`src/rtl/vending_display_driver.sv`:
```
// Four-digit multiplexed seven-segment front end: "XX.XX" money readout via a
// sequential double-dabble converter, or a scrolling text message.
module vending_display_driver #(
  parameter int REFRESH_DIV = 50_000,
  parameter int SCROLL_DIV  = 12_500_000
) (
  input  logic        clock,
  input  logic        reset,
  input  logic [2:0]  scrollMode,
  input  logic        showMoney,
  input  logic [11:0] amountDisplay,
  output logic [6:0]  seg,
  output logic        dp,
  output logic [3:0]  an
);
  localparam int NUM_DIG = 4;
  localparam int RW      = $clog2(REFRESH_DIV + 1);
  localparam int SW      = $clog2(SCROLL_DIV + 1);

  typedef enum logic [1:0] {S_IDLE, S_LOAD, S_SHIFT} bcd_st_t;

  function automatic logic [6:0] nib_glyph(input logic [3:0] n);
    case (n)
      4'd0: nib_glyph = 7'h40;
      4'd1: nib_glyph = 7'h79;
      4'd2: nib_glyph = 7'h24;
      4'd3: nib_glyph = 7'h30;
      4'd4: nib_glyph = 7'h19;
      4'd5: nib_glyph = 7'h12;
      4'd6: nib_glyph = 7'h02;
      4'd7: nib_glyph = 7'h78;
      4'd8: nib_glyph = 7'h00;
      4'd9: nib_glyph = 7'h10;
      default: nib_glyph = 7'h7F;
    endcase
  endfunction

  // Characters past the end of the message are the trailing blanks of the scroll loop.
  function automatic logic [6:0] msg_glyph(input logic [2:0] m, input logic [4:0] k);
    msg_glyph = 7'h7F;
    case (m)
      3'd0: case (k)
        5'd0: msg_glyph = 7'h09;
        5'd1: msg_glyph = 7'h06;
        5'd2: msg_glyph = 7'h47;
        5'd3: msg_glyph = 7'h47;
        5'd4: msg_glyph = 7'h40;
        default: msg_glyph = 7'h7F;
      endcase
      3'd1: case (k)
        5'd0: msg_glyph = 7'h12;
        5'd1: msg_glyph = 7'h06;
        5'd2: msg_glyph = 7'h47;
        5'd3: msg_glyph = 7'h06;
        5'd4: msg_glyph = 7'h46;
        5'd5: msg_glyph = 7'h07;
        default: msg_glyph = 7'h7F;
      endcase
      3'd2: case (k)
        5'd0: msg_glyph = 7'h0C;
        5'd1: msg_glyph = 7'h08;
        5'd2: msg_glyph = 7'h11;
        default: msg_glyph = 7'h7F;
      endcase
      3'd3: case (k)
        5'd0: msg_glyph = 7'h12;
        5'd1: msg_glyph = 7'h40;
        5'd2: msg_glyph = 7'h47;
        5'd3: msg_glyph = 7'h21;
        5'd4: msg_glyph = 7'h7F;
        5'd5: msg_glyph = 7'h40;
        5'd6: msg_glyph = 7'h41;
        5'd7: msg_glyph = 7'h07;
        default: msg_glyph = 7'h7F;
      endcase
      3'd4: case (k)
        5'd0: msg_glyph = 7'h06;
        5'd1: msg_glyph = 7'h48;
        5'd2: msg_glyph = 7'h61;
        5'd3: msg_glyph = 7'h40;
        5'd4: msg_glyph = 7'h11;
        default: msg_glyph = 7'h7F;
      endcase
      default: msg_glyph = 7'h7F;
    endcase
  endfunction

  function automatic logic [4:0] msg_len(input logic [2:0] m);
    case (m)
      3'd0:    msg_len = 5'd9;
      3'd1:    msg_len = 5'd10;
      3'd2:    msg_len = 5'd7;
      3'd3:    msg_len = 5'd12;
      3'd4:    msg_len = 5'd9;
      default: msg_len = 5'd4;
    endcase
  endfunction

  // One double-dabble step over {bcd[15:0], bin[11:0]}.
  function automatic logic [27:0] dabble(input logic [27:0] v);
    logic [27:0] t;
    t = v;
    for (int i = 0; i < NUM_DIG; i++)
      if (t[12+4*i +: 4] >= 4'd5) t[12+4*i +: 4] = t[12+4*i +: 4] + 4'd3;
    dabble = {t[26:0], 1'b0};
  endfunction

  logic [1:0]    idx_q, idx_d;
  logic [RW-1:0] ref_q, ref_d;
  logic [SW-1:0] scr_q, scr_d;
  logic [3:0]    pos_q, pos_d;
  logic [3:0]    mode_q;
  logic [15:0]   bcd_q, bcd_d;
  bcd_st_t       st_q, st_d;
  logic [27:0]   sh_q, sh_d, sh_step;
  logic [3:0]    cnt_q, cnt_d;
  logic [11:0]   amt_q, amt_d;
  logic [6:0]    seg_q;
  logic          dp_q;
  logic [3:0]    an_q;
  logic [4:0]    len;
  logic [3:0]    mode_in;

  logic [NUM_DIG-1:0][6:0] dig_seg;

  assign mode_in = {showMoney, scrollMode};
  assign len     = msg_len(mode_q[2:0]);
  assign sh_step = dabble(sh_q);

  for (genvar g = 0; g < NUM_DIG; g++) begin : g_dig
    logic [4:0] k_raw, k;
    logic [3:0] nib;
    logic [6:0] glyph;
    assign nib = bcd_q[4*g +: 4];
    always_comb begin
      k_raw = {1'b0, pos_q} + 5'(NUM_DIG - 1 - g);
      k     = (k_raw >= len) ? k_raw - len : k_raw;
      if (mode_q[3])
        glyph = (g == NUM_DIG - 1 && nib == 4'd0) ? 7'h7F : nib_glyph(nib);
      else
        glyph = msg_glyph(mode_q[2:0], k);
    end
    assign dig_seg[g] = glyph;
  end

  always_comb begin
    idx_d = idx_q;
    ref_d = ref_q + RW'(1);
    if (ref_q == RW'(REFRESH_DIV - 1)) begin
      ref_d = '0;
      idx_d = idx_q + 2'd1;
    end
  end

  // A mode change restarts the scroll from the first character.
  always_comb begin
    pos_d = pos_q;
    scr_d = scr_q + SW'(1);
    if (mode_in != mode_q) begin
      pos_d = '0;
      scr_d = '0;
    end else if (scr_q == SW'(SCROLL_DIV - 1)) begin
      scr_d = '0;
      pos_d = ({1'b0, pos_q} + 5'd1 == len) ? 4'd0 : pos_q + 4'd1;
    end
  end

  always_comb begin
    st_d  = st_q;
    sh_d  = sh_q;
    cnt_d = cnt_q;
    amt_d = amt_q;
    bcd_d = bcd_q;
    case (st_q)
      S_IDLE: if (amountDisplay != amt_q) st_d = S_LOAD;
      S_LOAD: begin
        amt_d = amountDisplay;
        sh_d  = {16'h0, amountDisplay};
        cnt_d = '0;
        st_d  = S_SHIFT;
      end
      S_SHIFT: begin
        sh_d  = sh_step;
        cnt_d = cnt_q + 4'd1;
        if (cnt_q == 4'd11) begin
          bcd_d = sh_step[27:12];
          st_d  = S_IDLE;
        end
      end
      default: st_d = S_IDLE;
    endcase
  end

  always_ff @(posedge clock or posedge reset) begin
    if (reset) begin
      idx_q  <= '0;
      ref_q  <= '0;
      scr_q  <= '0;
      pos_q  <= '0;
      mode_q <= '0;
      bcd_q  <= '0;
      st_q   <= S_IDLE;
      sh_q   <= '0;
      cnt_q  <= '0;
      amt_q  <= '0;
      seg_q  <= 7'h7F;
      dp_q   <= 1'b1;
      an_q   <= 4'hF;
    end else begin
      idx_q  <= idx_d;
      ref_q  <= ref_d;
      scr_q  <= scr_d;
      pos_q  <= pos_d;
      mode_q <= mode_in;
      bcd_q  <= bcd_d;
      st_q   <= st_d;
      sh_q   <= sh_d;
      cnt_q  <= cnt_d;
      amt_q  <= amt_d;
      seg_q  <= dig_seg[idx_q];
      dp_q   <= ~(mode_q[3] && idx_q == 2'd2);
      an_q   <= ~(4'b0001 << idx_q);
    end
  end

  assign seg = seg_q;
  assign dp  = dp_q;
  assign an  = an_q;

endmodule

```
`config.mk`:
```
export PLATFORM = sky130hd
export DESIGN_NAME = vending_display_driver
export DESIGN_NICKNAME = d
export VERILOG_FILES = /design/src/rtl/vending_display_driver.sv
export SDC_FILE = /design/constraint.sdc
export NUM_CORES = 1
export LEC_CHECK = 0
export CORE_MARGIN = 2
export CORE_UTILIZATION = 60
export CTS_BUF_LIST = sky130_fd_sc_hd__clkbuf_8
export CTS_CLUSTER_SIZE = 25
export DETAILED_ROUTE_END_ITERATION = 7
export PLACE_DENSITY = 0.86
export SETUP_SLACK_MARGIN = 0.1
export SLEW_MARGIN = 10
export SYNTH_ARGS = -nofsm -noshare
export SYNTH_HDL_FRONTEND = slang
export SYNTH_SLANG_ARGS = --single-unit
```
`constraint.sdc`:
```
create_clock -name clock -period 7.1 [get_ports clock]
set_clock_uncertainty 0.15 [all_clocks]
set_input_delay 1.065 -clock clock [delete_from_list [all_inputs] [get_ports clock]]
set_output_delay 1.065 -clock clock [all_outputs]
set_load 0.01 [all_outputs]
```
# --- After elaboration in Yosys (flattened, before gate mapping) ---
# Memories as Yosys holds them, arrays and structs flattened.
# Cells that the tools add are included.
totals:
  output_inout_bits: 12
  reg_bits: 124
  romBits: 672
  mem_count: 8
  wordCells: 160
mem_list:
  columns: ["memory", "depth", "word_bits", "rd", "rd_clocked_by_memory_dff", "write_ports", "line_no", "text"]
  rows:
  - ["(no name shown)", 16, 7, 1, 0, 0, "23", "case (n)"]
  - ["(no name shown)", 16, 7, 1, 0, 0, "23", null]
  - ["(no name shown)", 16, 7, 1, 0, 0, "23", null]
  - ["(no name shown)", 16, 7, 1, 0, 0, "23", null]
  - ["(no name shown)", 8, 7, 1, 0, 0, "65", "3'd3: case (k)"]
  - ["(no name shown)", 8, 7, 1, 0, 0, "65", null]
  - ["+2 memories", null, null, null, null, null, null, null]
op_classes:
  shifts: 1
  mux: 51
  n_lt_le_gt_ge: 9
  n_bitwise: 2
  eq_ne: 35
  n_addsub: 16
  reduce_logical: 25
op_table:
  columns: ["cell", "n"]
  rows:
  - ["case mux 7 bit (5 select lines)", 12]
  - ["case mux 7 bit (4 select lines)", 4]
  - ["case mux 7 bit (3 select lines)", 4]
  - ["two-way mux 7 bit", 10]
  - ["case mux 28 bit (2 select lines)", 1]
  - ["two-way mux 24 bit", 2]
  - ["== test 5 x 2 -> 1 bit (second input constant)", 8]
  - ["== test 5 x 3 -> 1 bit (second input constant)", 8]
  - ["adder 24 x 1 -> 24 bit (second input constant)", 1]
  - ["== test 24 bit (second input constant)", 1]
  - ["two-way mux 4 bit", 6]
  - ["== test 5 x 1 -> 1 bit (second input constant)", 4]
  - ["zero test 5 bit", 4]
  - ["two-way mux 5 bit", 4]
  - ["OR reduction 2 bit", 9]
  - ["adder 16 x 1 -> 16 bit (second input constant)", 1]
  - ["== test 16 bit (second input constant)", 1]
  - ["greater-or-equal comparator 4 x 3 -> 1 bit (second input constant)", 4]
  - ["two-way mux 16 bit", 1]
  - ["case mux 4 bit (4 select lines)", 1]
  - ["greater-or-equal comparator 5 bit", 3]
  - ["subtractor 5 bit", 3]
  - ["binary-select mux 7 bit (select 2 bit)", 1]
  - ["adder 4 x 2 -> 4 bit (second input constant)", 3]
  - ["31 further kinds", 43]

# --- Logic depth before layout (Yosys ltp) ---
logic_depth:
  ltp_word: 12
  ltp_mapped: 23
  mapped_depth_nobuf: 22

# --- Worst setup path before layout ---
# OpenSTA, ideal clock, no wires.
synth_path:
  kind: "reg2reg"
  from: "reg mode_q[2]"
  to: "reg seg_q[0] (netlist: seg[0])"
  stages_incl_launch_ff: 23
  synth_period_minus_slack_ns: 4.752
  n_path_buf: 3
  t_required_ns: 6.862
  setup_slack_ns: 2.348
  t_arrival_ns: 4.514
  cell_sequence: "dfrtp_1 -> buf_1 -> nor2_1 -> and2_1 -> clkbuf_1 -> nor2_1 -> ha_1 -> nor2b_1 -> and3_1 -> a221oi_2 -> nand2_1 -> nand2_1 -> o21ai_0 -> inv_1 -> ha_1 -> clkbuf_1 -> nor3_1 -> nor3_1 -> o21a_1 -> a31oi_1 -> or4_1 -> nor3_1 -> o22ai_1"
synth_between:
  elab_chain_len: 12
  elab_cells_between_ends: 89
  cone_classes: "add/sub: 4; order compare: 4; eq/ne: 24; mux: 35; reduce/logical: 18; memory: 4"
synth_lines:
  columns: ["item", "line_no", "text"]
  rows:
  - ["start: declaration", "112", "logic [3:0] mode_q;"]
  - ["start signal: assignment", "214", "mode_q <= mode_in;"]
  - ["== test 3 bit / zero test 3 bit (equally long branches)", "41, 89", null]
  - ["OR reduction 2 bit (no source line)", null, null]
  - ["case mux 4 bit (4 select lines)", "89", "case (m)"]
  - ["subtractor 5 bit, or another cell as far along", "137", "k = (k_raw >= len) ? k_raw - len : k_raw;"]
  - ["two-way mux 5 bit", "137", null]
  - ["== test 5 x 2 -> 1 bit, or another cell as far along", "42, 50, 76", null]
  - ["OR reduction 2 bit (no source line)", null, null]
  - ["case mux 7 bit (5 select lines) / case mux 7 bit (4 select lines) (equally long branches)", "50, 42", null]
  - ["case mux 7 bit (5 select lines)", "41", "case (m)"]
  - ["two-way mux 7 bit", "138", "if (mode_q[3])"]
  - ["binary-select mux 7 bit (select 2 bit) *", "220", "seg_q <= dig_seg[idx_q];"]
  - ["two-way mux 7 bit (not written as such) *", "220", null]
  - ["end signal: assignment", "220", null]
  - ["end: declaration", "118", "logic [6:0] seg_q;"]
# Mark *: on every way between the ends. The rest lies on a longest branch, timed or not. The select of a mux whose other input is x is not followed.
# A chain may end at the register's enable or synchronous reset.

# --- Final worst setup path ---
layout_path:
  from: "reg mode_q[1]"
  to: "reg seg_q[0] (netlist: seg[0])"
# The elaborated chain is that of the path after synthesis.

==> results.py <==
metrics = {
    "critical_path": {
        "worstSetupStartpointType": "flip-flop",
        "path_class": "reg2reg",
        "critPathBufInv": 0,
        "cp.required_ns": 7.32,
        "critical_path.cell_chain": "nor2_1, and2_1, nor2_1, ha_1, nor2b_1, and3_1, a221oi_2, nand2_1, o21ai_0, ha_1, nor3_1, nor3_1, o21a_1, a31oi_1, or4_1, nor3_1, o22ai_1",
        "cp_common_cell": "nor3_1",
        "cp_slowest_cell": "and2_1",
        "worst_setup_path_end_kind": "flip-flop",
        "critical_path.top_delay_family": "simple AND/OR/NAND/NOR gates",
        "arrival_worst_endpoint_ns": 6.10,
        "critPathMaxFanout": 12,
        "cpPeakStageDelay_ns": 0.52,
    },
    "finish": {
        "layout.nets": 1340,
        "post-route-util": 0.662,
        "number_of_non_filler_instances_in_the_completed_layout": 1469,
        "insertedDiodeCount": 0,
        "sequential_cell_area_sq_um": 3120,
        "layout.cell_area.non_filler_sq_um": 11100,
        "layout-drive-gt1-share": 0.0809,
        "layout.cells.most_common": "nor2_1",
        "layout.filler_cells": 1351,
        "multiInputGateArea_sq_um": 6660,
        "most-common-layout-cells": "nor2_1 (129), nand2_1 (115), dfrtp_1 (112), o21ai_0 (96), ha_1 (82)",
        "syn2layout_area_growth_pct": 7.34,
    },
    "placed_design": {
        "worst_setup_slack_before_clock_tree_synthesis_ns": 1.45,
        "portBuffers": 29,
        "placed_cells": 1437,
        "post_dp_cell_area_sq_um": 10600,
        "gp_routability_congestion": 0.994,
        "detailed_placement_wirelength_estimate_microns": 19000,
    },
    "routing": {
        "drtAntennaViolNets": 0,
        "route.detailed.wl_per_inst_microns": 18.3,
        "drt-initial-drc-count": 817,
        "routed_wirelength_microns": 26900,
        "drc": 0,
        "via_count": 9475,
        "first_pass_iters": 5,
        "vias_per_cell": 6.45,
    },
    "floorplan": {
        "design.core.area_sq_um": 16700,
        "floorplan.die.width_microns": 135,
        "ios": 30,
        "row_count": 47,
        "start_util": 0.616,
        "die_footprint_sq_um": 18200,
        "floorplan.die.height_microns": 135,
    },
    "timing": {
        "hold_violations": 0,
        "slew_at_the_pin_closest_to_its_max_slew_limit_ns": 1.01,
        "rsz0062_at_grt": "no",
        "layout_worst_path_cycle_share": 0.828,
        "final.setup.worst_slack_ns": 1.22,
        "final.min_clock_period_ns": 5.88,
        "achievable-frequency_mhz": 170,
        "timing.max_slew.rel_slack": 0.323,
        "hold-worst-slack_ns": 0.322,
        "setup_tns_after_final_layout_ns": 0,
        "finalSetupViolations": 0,
        "timing_max_transition_violations_final": 0,
    },
    "global_route": {
        "grt_pass1_wl_microns": 44400,
        "grt.overflow.total": 0,
        "grt_max_degree": 67,
        "number_of_antenna_violations_at_the_first_check_in_global_routing": 0,
        "grt.total_usage": 0.304,
        "grt_pass1_vias": 8923,
    },
    "cts": {
        "clk_path_buf_depth": 2,
        "postCtsSetupBuffers": 0,
        "clock_sink_count": 124,
        "cts_hold_repair.buffers": 0,
        "cts-resized-gates": 0,
        "htree_depth": 4,
        "cts_buffers": 17,
        "clkLatencyLatePin_ns": 0.46,
        "cts.root.buffer_cell": "clkbuf_8",
        "clk_transition_reported_paths_ns": 0.08,
        "cts_tree": "built",
    },
    "status": {
        "run_status": "finished, final reports clean",
    },
    "yosys": {
        "ys_ff_latch": 124,
        "synth_flop_cell": "dfrtp_1",
        "synth_warnings": 0,
        "synth.avg_cell_area_sq_um": 8.26,
        "syn_area_sq_um": 10300,
        "seq_area_frac_synth": 0.303,
        "syn_inst": 1246,
        "synth_async_sr_flop_share": 1.00,
        "synth_nets": 1350,
        "synth.distinct_cells": 89,
        "synth_edf_count": 0,
    },
    "power": {
        "pwr_density_cell_nw_per_um2": 213,
        "p_total_mw": 2.35,
        "vdd_drop_max_mv": 0.259,
        "power.static_leakage_nw": 4.58,
    },
    "run": {
        "cap_violations": 0,
    },
    "worst_hold_path": {
        "min-delay-path-class": "reg2reg",
    },
}
## cells in the mapped netlist, types with 8 or more instances
library cell	n	area, sq um
dfstp_2	12	315
nand4_1	16	100
and3_1	20	125
xnor2_1	38	333
inv_1	54	203
nand2b_1	17	106
nor2b_1	15	93.8
nand3_1	38	190
o211ai_1	13	97.6
xor2_1	30	263
o22ai_1	21	131
nor4_1	8	50.1
clkbuf_1	46	173
o31ai_1	11	82.6
ha_1	82	1030
o221ai_1	11	96.3
mux2i_1	24	240
nor2_1	129	484
a211oi_1	8	60.1
o21ai_0	96	480
dfrtp_1	112	2800
mux2_2	18	203
a21oi_1	81	405
nand2_1	115	432
or3_1	8	50.1
buf_2	11	55.1
a31oi_1	14	87.6
o21a_1	8	60.1
nor3_1	32	160
## where the power goes
group | total [mW] | switching, mW | internal (mW) | leakage (nW)
registers | 0.915 | 0.0924 | 0.823 | 1.60
logic | 0.782 | 0.461 | 0.321 | 2.78
clock network | 0.651 | 0.327 | 0.325 | 0.204
total | 2.35 | 0.880 | 1.47 | 4.58
## cell families (layout without fill, tap and decap cells)
| family | count (synthesis) | in the layout | share of synthesized area |
|---|---|---|---|
| AOI/OAI and AO/OA | 351 | 351 | 0.221 |
| xor gates and xnor gates | 69 | 69 | 0.0594 |
| adders and majority gates | 90 | 90 | 0.112 |
| buffers and inverters | 126 | 129 | 0.0507 |
| DFF | 124 | 124 | 0.303 |
| muxes | 44 | 44 | 0.0474 |
| and+or+nand+nor | 442 | 442 | 0.207 |
## final timing paths
check	startpoint	end	slack, ns	cells after the start
min reg2reg	ref_q[0]	ref_q[0]	0.32	1
min	ref_q[0]	ref_q[0]	0.32	1
max reg2reg	mode_q[1]	seg[0]	1.22	17
max in group asynchronous	reset	cnt_q[1]	4.57	3
max	mode_q[1]	seg[0]	1.22	17
min in group asynchronous	reset	scr_q[2]	0.94	2
## worst register-to-register path, stage by stage (launching register included)
cell and delay [ns]:
dfrtp_1 0.50, nor2_1 0.32, and2_1 0.53, nor2_1 0.26, ha_1 0.41, nor2b_1 0.18, and3_1 0.20, a221oi_2 0.34
nand2_1 0.23, o21ai_0 0.43, ha_1 0.48, nor3_1 0.13, nor3_1 0.28, o21a_1 0.26, a31oi_1 0.09, or4_1 0.51
nor3_1 0.34, o22ai_1 0.16
## routing by layer
layer  part of all wire  wire (microns)  GRT usage  vias up
met3              0.073            1970     0.0619       97
met2               0.45           12200      0.473      436
li1                   -               -          -     4475
met4              0.041            1100      0.144        0
met1               0.43           11600      0.407     4467
met5                  0               0          0        -
## sequential cells by signal, indices dropped and copies added (netlist names)
signal and cells:
ref_q 16, scr_q 24, an 4, mode_q 4, dp 1, cnt_q 4, seg 7, pos_q 4
st_q 2, bcd_q 16, idx_q 2, sh_q 28, amt_q 12
## area by class of cell
class | count | area share
multi-input cells | 996 | 0.602
well taps | 220 | 0.0249
clock buffers | 17 | 0.0212
flip-flops and latches | 124 | 0.282
repair buffers | 41 | 0.0344
inverters | 56 | 0.0192
clock inverters | 15 | 0.0158
Power figures use the tool's default switching activity.
